## config.mk

```make
export PLATFORM = sky130hd
export DESIGN_NAME = rng_byte_source
export DESIGN_NICKNAME = d
export VERILOG_FILES = /design/src/rtl/rng_pkg.sv /design/src/rtl/rng_lfsr32_step.sv /design/src/rtl/rng_byte_source.sv
export SDC_FILE = /design/constraint.sdc
export NUM_CORES = 1
export LEC_CHECK = 0
export CORE_ASPECT_RATIO = 1.4
export CORE_UTILIZATION = 57
export CTS_BUF_LIST = sky130_fd_sc_hd__clkbuf_4 sky130_fd_sc_hd__clkbuf_8
export DETAILED_ROUTE_END_ITERATION = 16
export PLACE_DENSITY = 0.88
export SYNTH_ARGS = -nofsm -noshare
export SYNTH_HDL_FRONTEND = slang
export SYNTH_SLANG_ARGS = --single-unit
```

## constraint.sdc

```tcl
create_clock -name clk_clk -period 4.7 [get_ports clk_clk]
set_input_delay 0.94 -clock clk_clk [delete_from_list [all_inputs] [get_ports clk_clk]]
set_output_delay 0.94 -clock clk_clk [all_outputs]
set_load 0.01 [all_outputs]
```

## src/rtl/rng_pkg.sv

```systemverilog
// Shared types and constants for the random-byte source.
// Optional ring-oscillator entropy mixing is enabled with RNG_ENTROPY_EN.
package rng_pkg;

    typedef enum logic {
        IDLE  = 1'b0,
        SHIFT = 1'b1
    } rng_state_t;

    localparam int CTRL_SEED_LD = 0;
    localparam int CTRL_REQ     = 1;
    localparam int CTRL_CONT    = 2;

    localparam int BYTE_BITS = 8;

    localparam logic [31:0] RNG_POLY_DEFAULT = 32'h8020_0003;
    localparam logic [31:0] RNG_SEED_DEFAULT = 32'h0000_0001;

    // An all-zero LFSR would lock up, so a zero seed falls back to the default.
    function automatic logic [31:0] seed_or_default(input logic [31:0] seed,
                                                    input logic [31:0] dflt);
        return (seed == 32'h0) ? dflt : seed;
    endfunction

endpackage

```

## src/rtl/rng_lfsr32_step.sv

```systemverilog
// One step of a 32-bit Galois LFSR: output bit is lfsr[0], state shifts right
// and is XORed with the polynomial mask when the output bit is set.
module rng_lfsr32_step
    import rng_pkg::*;
#(
    parameter logic [31:0] POLY_MASK = RNG_POLY_DEFAULT
) (
    input  logic [31:0] lfsr_cur,
    output logic [31:0] lfsr_nxt,
    output logic        out_bit
);

    assign out_bit = lfsr_cur[0];

    genvar gi;
    generate
        for (gi = 0; gi < 32; gi++) begin : g_bit
            if (gi == 31) begin : g_top
                assign lfsr_nxt[gi] = POLY_MASK[gi] & out_bit;
            end else begin : g_mid
                assign lfsr_nxt[gi] = lfsr_cur[gi+1] ^ (POLY_MASK[gi] & out_bit);
            end
        end
    endgenerate

endmodule

```

## src/rtl/rng_byte_source.sv

```systemverilog
// Random-byte generator for the processor's random input PIO: a 32-bit Galois
// LFSR serialised into bytes on request. RNG_ENTROPY_EN mixes in entropy_i.
module rng_byte_source
    import rng_pkg::*;
#(
    parameter logic [31:0] SEED_DEFAULT = RNG_SEED_DEFAULT,
    parameter logic [31:0] POLY_MASK    = RNG_POLY_DEFAULT
) (
    input  logic        clk_clk,
    input  logic        reset_reset_n,
    input  logic [31:0] seed_i,
    input  logic [7:0]  ctrl_i,
    input  logic        entropy_i,
    output logic [7:0]  random_o,
    output logic        busy_o,
    output logic        ready_o
);

    rng_state_t  state_reg, state_next;
    logic [2:0]  cnt_reg, cnt_next;
    logic [7:0]  shreg_reg, shreg_next;
    logic [31:0] lfsr_reg, lfsr_next;
    logic [7:0]  random_reg, random_next;
    logic        ready_reg, ready_next;
    logic        pending_reg, pending_next;
    logic [1:0]  ctrl_q_reg;

    logic        seed_edge;
    logic        req_edge;
    logic        cont_mode;
    logic [31:0] step_lfsr;
    logic        step_bit;
    logic        ent_bit;
    logic [31:0] shift_lfsr;

    assign seed_edge = ctrl_i[CTRL_SEED_LD] & ~ctrl_q_reg[CTRL_SEED_LD];
    assign req_edge  = ctrl_i[CTRL_REQ] & ~ctrl_q_reg[CTRL_REQ];
    assign cont_mode = ctrl_i[CTRL_CONT];

    rng_lfsr32_step #(
        .POLY_MASK (POLY_MASK)
    ) u_step (
        .lfsr_cur (lfsr_reg),
        .lfsr_nxt (step_lfsr),
        .out_bit  (step_bit)
    );

`ifdef RNG_ENTROPY_EN
    logic [1:0] ent_sync_reg;

    always_ff @(posedge clk_clk or negedge reset_reset_n) begin
        if (!reset_reset_n) begin
            ent_sync_reg <= 2'b00;
        end else begin
            ent_sync_reg <= {ent_sync_reg[0], entropy_i};
        end
    end

    assign ent_bit = ent_sync_reg[1];

    logic unused_ok;
    assign unused_ok = ^ctrl_i[7:3];
`else
    // Deterministic build: entropy input is deliberately left dangling.
    assign ent_bit = 1'b0;

    logic unused_ok;
    assign unused_ok = ^{entropy_i, ctrl_i[7:3]};
`endif

    assign shift_lfsr = step_lfsr ^ {ent_bit, 31'h0};

    always_ff @(posedge clk_clk or negedge reset_reset_n) begin
        if (!reset_reset_n) begin
            state_reg   <= IDLE;
            cnt_reg     <= 3'd0;
            shreg_reg   <= 8'h00;
            lfsr_reg    <= SEED_DEFAULT;
            random_reg  <= 8'h00;
            ready_reg   <= 1'b0;
            pending_reg <= 1'b0;
            ctrl_q_reg  <= 2'b00;
        end else begin
            state_reg   <= state_next;
            cnt_reg     <= cnt_next;
            shreg_reg   <= shreg_next;
            lfsr_reg    <= lfsr_next;
            random_reg  <= random_next;
            ready_reg   <= ready_next;
            pending_reg <= pending_next;
            ctrl_q_reg  <= ctrl_i[1:0];
        end
    end

    always_comb begin
        state_next   = state_reg;
        cnt_next     = cnt_reg;
        shreg_next   = shreg_reg;
        lfsr_next    = lfsr_reg;
        random_next  = random_reg;
        ready_next   = ready_reg;
        pending_next = pending_reg;

        if (seed_edge) begin
            // Load beats everything; a simultaneous request is remembered.
            lfsr_next    = seed_or_default(seed_i, SEED_DEFAULT);
            cnt_next     = 3'd0;
            shreg_next   = 8'h00;
            state_next   = IDLE;
            ready_next   = 1'b0;
            pending_next = req_edge;
        end else begin
            case (state_reg)
                IDLE: begin
                    if (req_edge || cont_mode || pending_reg) begin
                        state_next   = SHIFT;
                        cnt_next     = 3'd0;
                        pending_next = 1'b0;
                    end
                end
                SHIFT: begin
                    lfsr_next  = shift_lfsr;
                    shreg_next = {shreg_reg[6:0], step_bit};
                    cnt_next   = cnt_reg + 3'd1;
                    if (cnt_reg == 3'(BYTE_BITS - 1)) begin
                        random_next = {shreg_reg[6:0], step_bit};
                        ready_next  = 1'b1;
                        state_next  = IDLE;
                        cnt_next    = 3'd0;
                    end
                end
                default: begin
                    state_next = IDLE;
                end
            endcase
        end
    end

    assign random_o = random_reg;
    assign ready_o  = ready_reg;
    assign busy_o   = (state_reg == SHIFT);

endmodule

```

== After elaboration in Yosys (flattened, before gate mapping) ==
Cells that the tools add are included.
W data, S select, Z words.
Word-level totals
  register bits after elaboration: 55
  input bits: 43
  output and inout bits: 10
Cells by class
  add/sub/neg operators: 1
  eq/ne operators: 3
  muxes and demuxes: 19
  bitwise gates (word level): 9
  reductions and logical operators: 9
Operators with widths (count)
  $mux W32: 3
  $logic_not A32 Y1: 1
  $mux W7: 2
  $mux W1: 9
  $mux W3: 3
  $pmux W3 S2: 1
  $reduce_bool A2 Y1: 3
  $not A1 Y1: 4
  $reduce_and A2 Y1: 2
  $add A3 B1 Y3 const B: 1
  $eq A3 B3 Y1 const B: 1
  $ne A3 B3 Y1 const B: 1
  $reduce_and A3 Y1: 1
  $xor A1 B1 Y1: 3
  $and A1 B1 Y1: 2
  $logic_or A1 B1 Y1: 2
  $ne A2 B1 Y1 const B: 1
  $pmux W1 S2: 1

== Logic depth before layout (Yosys ltp) ==
  depth after elaboration: 7
  depth in mapped cells: 5

== Modules after synthesis ==
From an unflattened synthesis, not the netlist that was laid out.
Second synthesis, totals
  cells, all modules: 251
  area, all modules: 2797.7 sq um
By module, submodules not included
  rng_byte_source: instances 1, cells an instance 218, area an instance 2546.2 sq um, seq. area each 1377.6 sq um
  rng_lfsr32_step: instances 1, cells an instance 33, area an instance 251.5 sq um, seq. area each 0.0 sq um

== Worst setup path after synthesis ==
Ideal clock, no wire load.
  path kind: input-to-reg
  start point: in ctrl_i[0]
  end point: reg random_reg[0] (netlist: random_o[0])
  library setup time: 0.125 ns
  arrival time: 1.599 ns
  setup slack: 2.976 ns
  stages: 4
  buffers on the path: 1
  cells stage by stage: nand2b_4 > and3_4 > buf_6 > mux2_4
Between the ends
  word-level cells in the longest chain between the ends: 3
RTL lines
  start: declaration: line rng_byte_source.sv:12  | input logic [7:0] ctrl_i,
  $and A1 B1 Y1: line rng_byte_source.sv:36  | assign seed_edge = ctrl_i[CTRL_SEED_LD] & ~ctrl_q_reg[CTRL_SEED_LD];
  $not A1 Y1 (no source line)
  $reduce_and A3 Y1 (no source line)
  end signal: assignment: line rng_byte_source.sv:88  | random_reg <= random_next;
  end: declaration: line rng_byte_source.sv:23  | logic [7:0] random_reg, random_next;
Every way passes these cells.
A chain may end at the register's enable or synchronous reset.

== Worst setup path in the final report ==
  start point: in ctrl_i[0]
  end point: reg lfsr_reg[4]
Between the ends
  word-level cells in the longest chain between the ends: 2
  elaborated cells between the ends (all ways): 3
  those cells by class: mux (1); bitwise (1); reduce/logical (1)
RTL lines
  $and A1 B1 Y1 *: line rng_byte_source.sv:36
  $mux W32 or $reduce_bool A2 Y1 (tied branches)
  end signal: assignment: line rng_byte_source.sv:87  | lfsr_reg <= lfsr_next;
  end: declaration: line rng_byte_source.sv:22  | logic [31:0] lfsr_reg, lfsr_next;
Mark *: on every way between the ends. The rest lies on a longest branch, timed or not.

==> results_dict.tcl <==
set metrics [dict create \
    r2r_cells 3 \
    finalHoldViolCount 0 \
    slew_headroom_pct 20.6 \
    grt_util_all_layers_pct 21.8 \
    gp_congestion 0.734 \
    start_util_pct 60.0 \
    firstDrtPassIters 4 \
    synth_sequential_area_ratio_pct 54.1 \
    syn-instance-count 224 \
    area_growth_pct 20.8 \
    dieArea_um2 4740 \
    post-route-period-util_pct 53.8 \
    placed_cells 317 \
    yosysWarnings 0 \
    drive_gt1_share_pct 9.81 \
    cts_setup_buffers 0 \
    leakage_nw 1.44 \
    cts.sinks 55 \
    numPortBuffers 46 \
    antenna_found_initial 0 \
    htree_levels 2 \
    root_buffer "clkbuf_8" \
    finalSetupViolations 0 \
    drcViolationCount 0 \
    yosys-mux-area-fraction_pct 18.9 \
    via_per_inst 5.35 \
    vias 1738 \
    fin_nets 309 \
    drv_cap 0 \
    die_y_um 81.1 \
    ctsHoldBuffers 0 \
    grt_pass1_wl_mm 7.81 \
    vdd_drop_max_v 0.000253 \
    fin_crit_ps 2530 \
    finalSetupTns_ps 0 \
    yosys.area_share.simple_pct 11.8 \
    cts_tree "yes" \
    num_antenna_cells 0 \
    status "completed" \
    ys_ff_latch 55 \
    drt_iter0_markers 66 \
    detail-route-antenna-nets 0 \
    clkTransAtPathRegs_ps 90 \
    crit_fanout 75 \
    required_ps 4840 \
    report.final.slew_viol_count 0 \
    cp-start-kind "primary input" \
    pre_cts_ws_ps 1840 \
    insertion_delay_ps 300 \
    cts_resized 0 \
    setup_slack_ps 2170 \
    crit_type "primary input to register" \
    min_path_cells 1 \
    synth_ff_type "dfrtp_1" \
    syn-num-nets 269 \
    synth_top_family_by_area "multiplexers" \
    die_x_um 58.5 \
    max_slew.worst_pin.slew_ps 1190 \
    hold_class "register to register" \
    finClkSkew_ps 6.01 \
    synth-edff-count 0 \
    placed_cell_area_um2 2990 \
    grt_pass1_vias 1670 \
    numCtsBuffers 5 \
    crit_path_end_kind "register" \
    synth_xor_area_share_pct 1.03 \
    rsz0062_at_grt "false" \
    core_um2 4240 \
    num_rows 28 \
    largest_reg_flops 32 \
    final_cells 325 \
    grt_max_degree 76 \
    power_density_nw_per_um2 386 \
    synth_compound_area_share_pct 8.80 \
    gr-total-overflow 0 \
    arrival_ps 2670 \
    hpwl_mm 3.09 \
    ios 53 \
    max_freq_mhz 395 \
    synth_area_um2 2540 \
    wirelength_mm 4.48 \
    wl_per_cell_um 13.8 \
    synth_fa_ha_area_share_pct 0.983 \
    synth_area_per_cell_um2 11.4 \
    stdcell_area_um2 3070 \
    synth_cell_types 30 \
    cts_buffer_depth 2 \
    async_flop_share_pct 100 \
]
==> logic make-up after synthesis <==
| family | after synthesis |
|---|---|
| fa+ha+maj | 2 |
| simple gates | 63 |
| xor+xnor | 3 |
| compound gates | 41 |
| flops | 55 |
| buf+inv | 16 |
| mux | 44 |
==> placed cells by master (no fill, tap or decap), drive strengths merged, types with 3 or more instances in the layout <==
cell / netlist / routed
o21ai: 33 / 33
nor4: 9 / 9
dfrtp: 54 / 54
nor2: 12 / 12
clkdlybuf4s50: 0 / 45
mux2i: 36 / 36
a21oi: 3 / 3
clkbuf: 2 / 7
mux2: 8 / 8
buf: 13 / 3
nand2: 34 / 34
==> layout make-up <==
cell class | instances | area [µm²]
timing repair buffer | 48 | 470
fill | 310 | 1160
clock inverter | 1 | 5.00
clock buffer | 7 | 83.8
tap | 60 | 75.1
multi-input combinational | 153 | 1060
sequential | 55 | 1380
inverter | 1 | 3.75
==> Yosys cell counts (3+ instances only) <==
master,number,area [µm²]
o21ai_1,33,165
mux2i_1,36,360
nand2_1,34,128
nor2_1,12,45.0
a21oi_1,3,15.0
dfrtp_1,54,1350
buf_6,4,45.0
mux2_4,8,120
buf_4,4,30.0
buf_2,5,25.0
nor4_1,8,50.1
==> metal layers <==
layer / GRT usage (%) / wire, µm / part of all wire (%)
met1: 28.9 / 2050 / 46
met2: 36.8 / 2260 / 50
met3: 4.30 / 118 / 2.6
met4: 5.71 / 47 / 1.0
met5: 0 / 0 / 0
==> power by group <==
| group | internal (W) | switching [W] |
|---|---|---|
| Sequential | 0.000579 | 0.0000707 |
| Combinational | 0.000155 | 0.000123 |
| Clock | 0.000116 | 0.000142 |
==> final timing paths <==
check / startpoint / to / slack (ps)
worst min-delay path: random_o[2] / random_o[2] / 520
worst max-delay path: ctrl_i[0] / lfsr_reg[4] / 2170
worst max register to register: busy_o / random_o[7] / 2880
max in group asynchronous: reset_reset_n / busy_o / 3470
min in group asynchronous: reset_reset_n / lfsr_reg[27] / 740
worst min register to register: random_o[2] / random_o[2] / 520
==> worst max-delay path, cell delays in order <==
cell and delay, ps:
clkdlybuf4s50_1 550, and2b_2 980, o21ai_1 180
==> through the flow <==
stage	total power (W)	hold slack [ps]	util, %
final	0.00119	517	72.5
after global routing	0.00125	538	72.5
after CTS	0.00120	519	72.5
after detailed placement	0.000940	492	70.4
after global placement	0.000923	487	70.4
after floorplan	0.000836	480	-
Note: power is estimated with default switching activity, not from simulation.
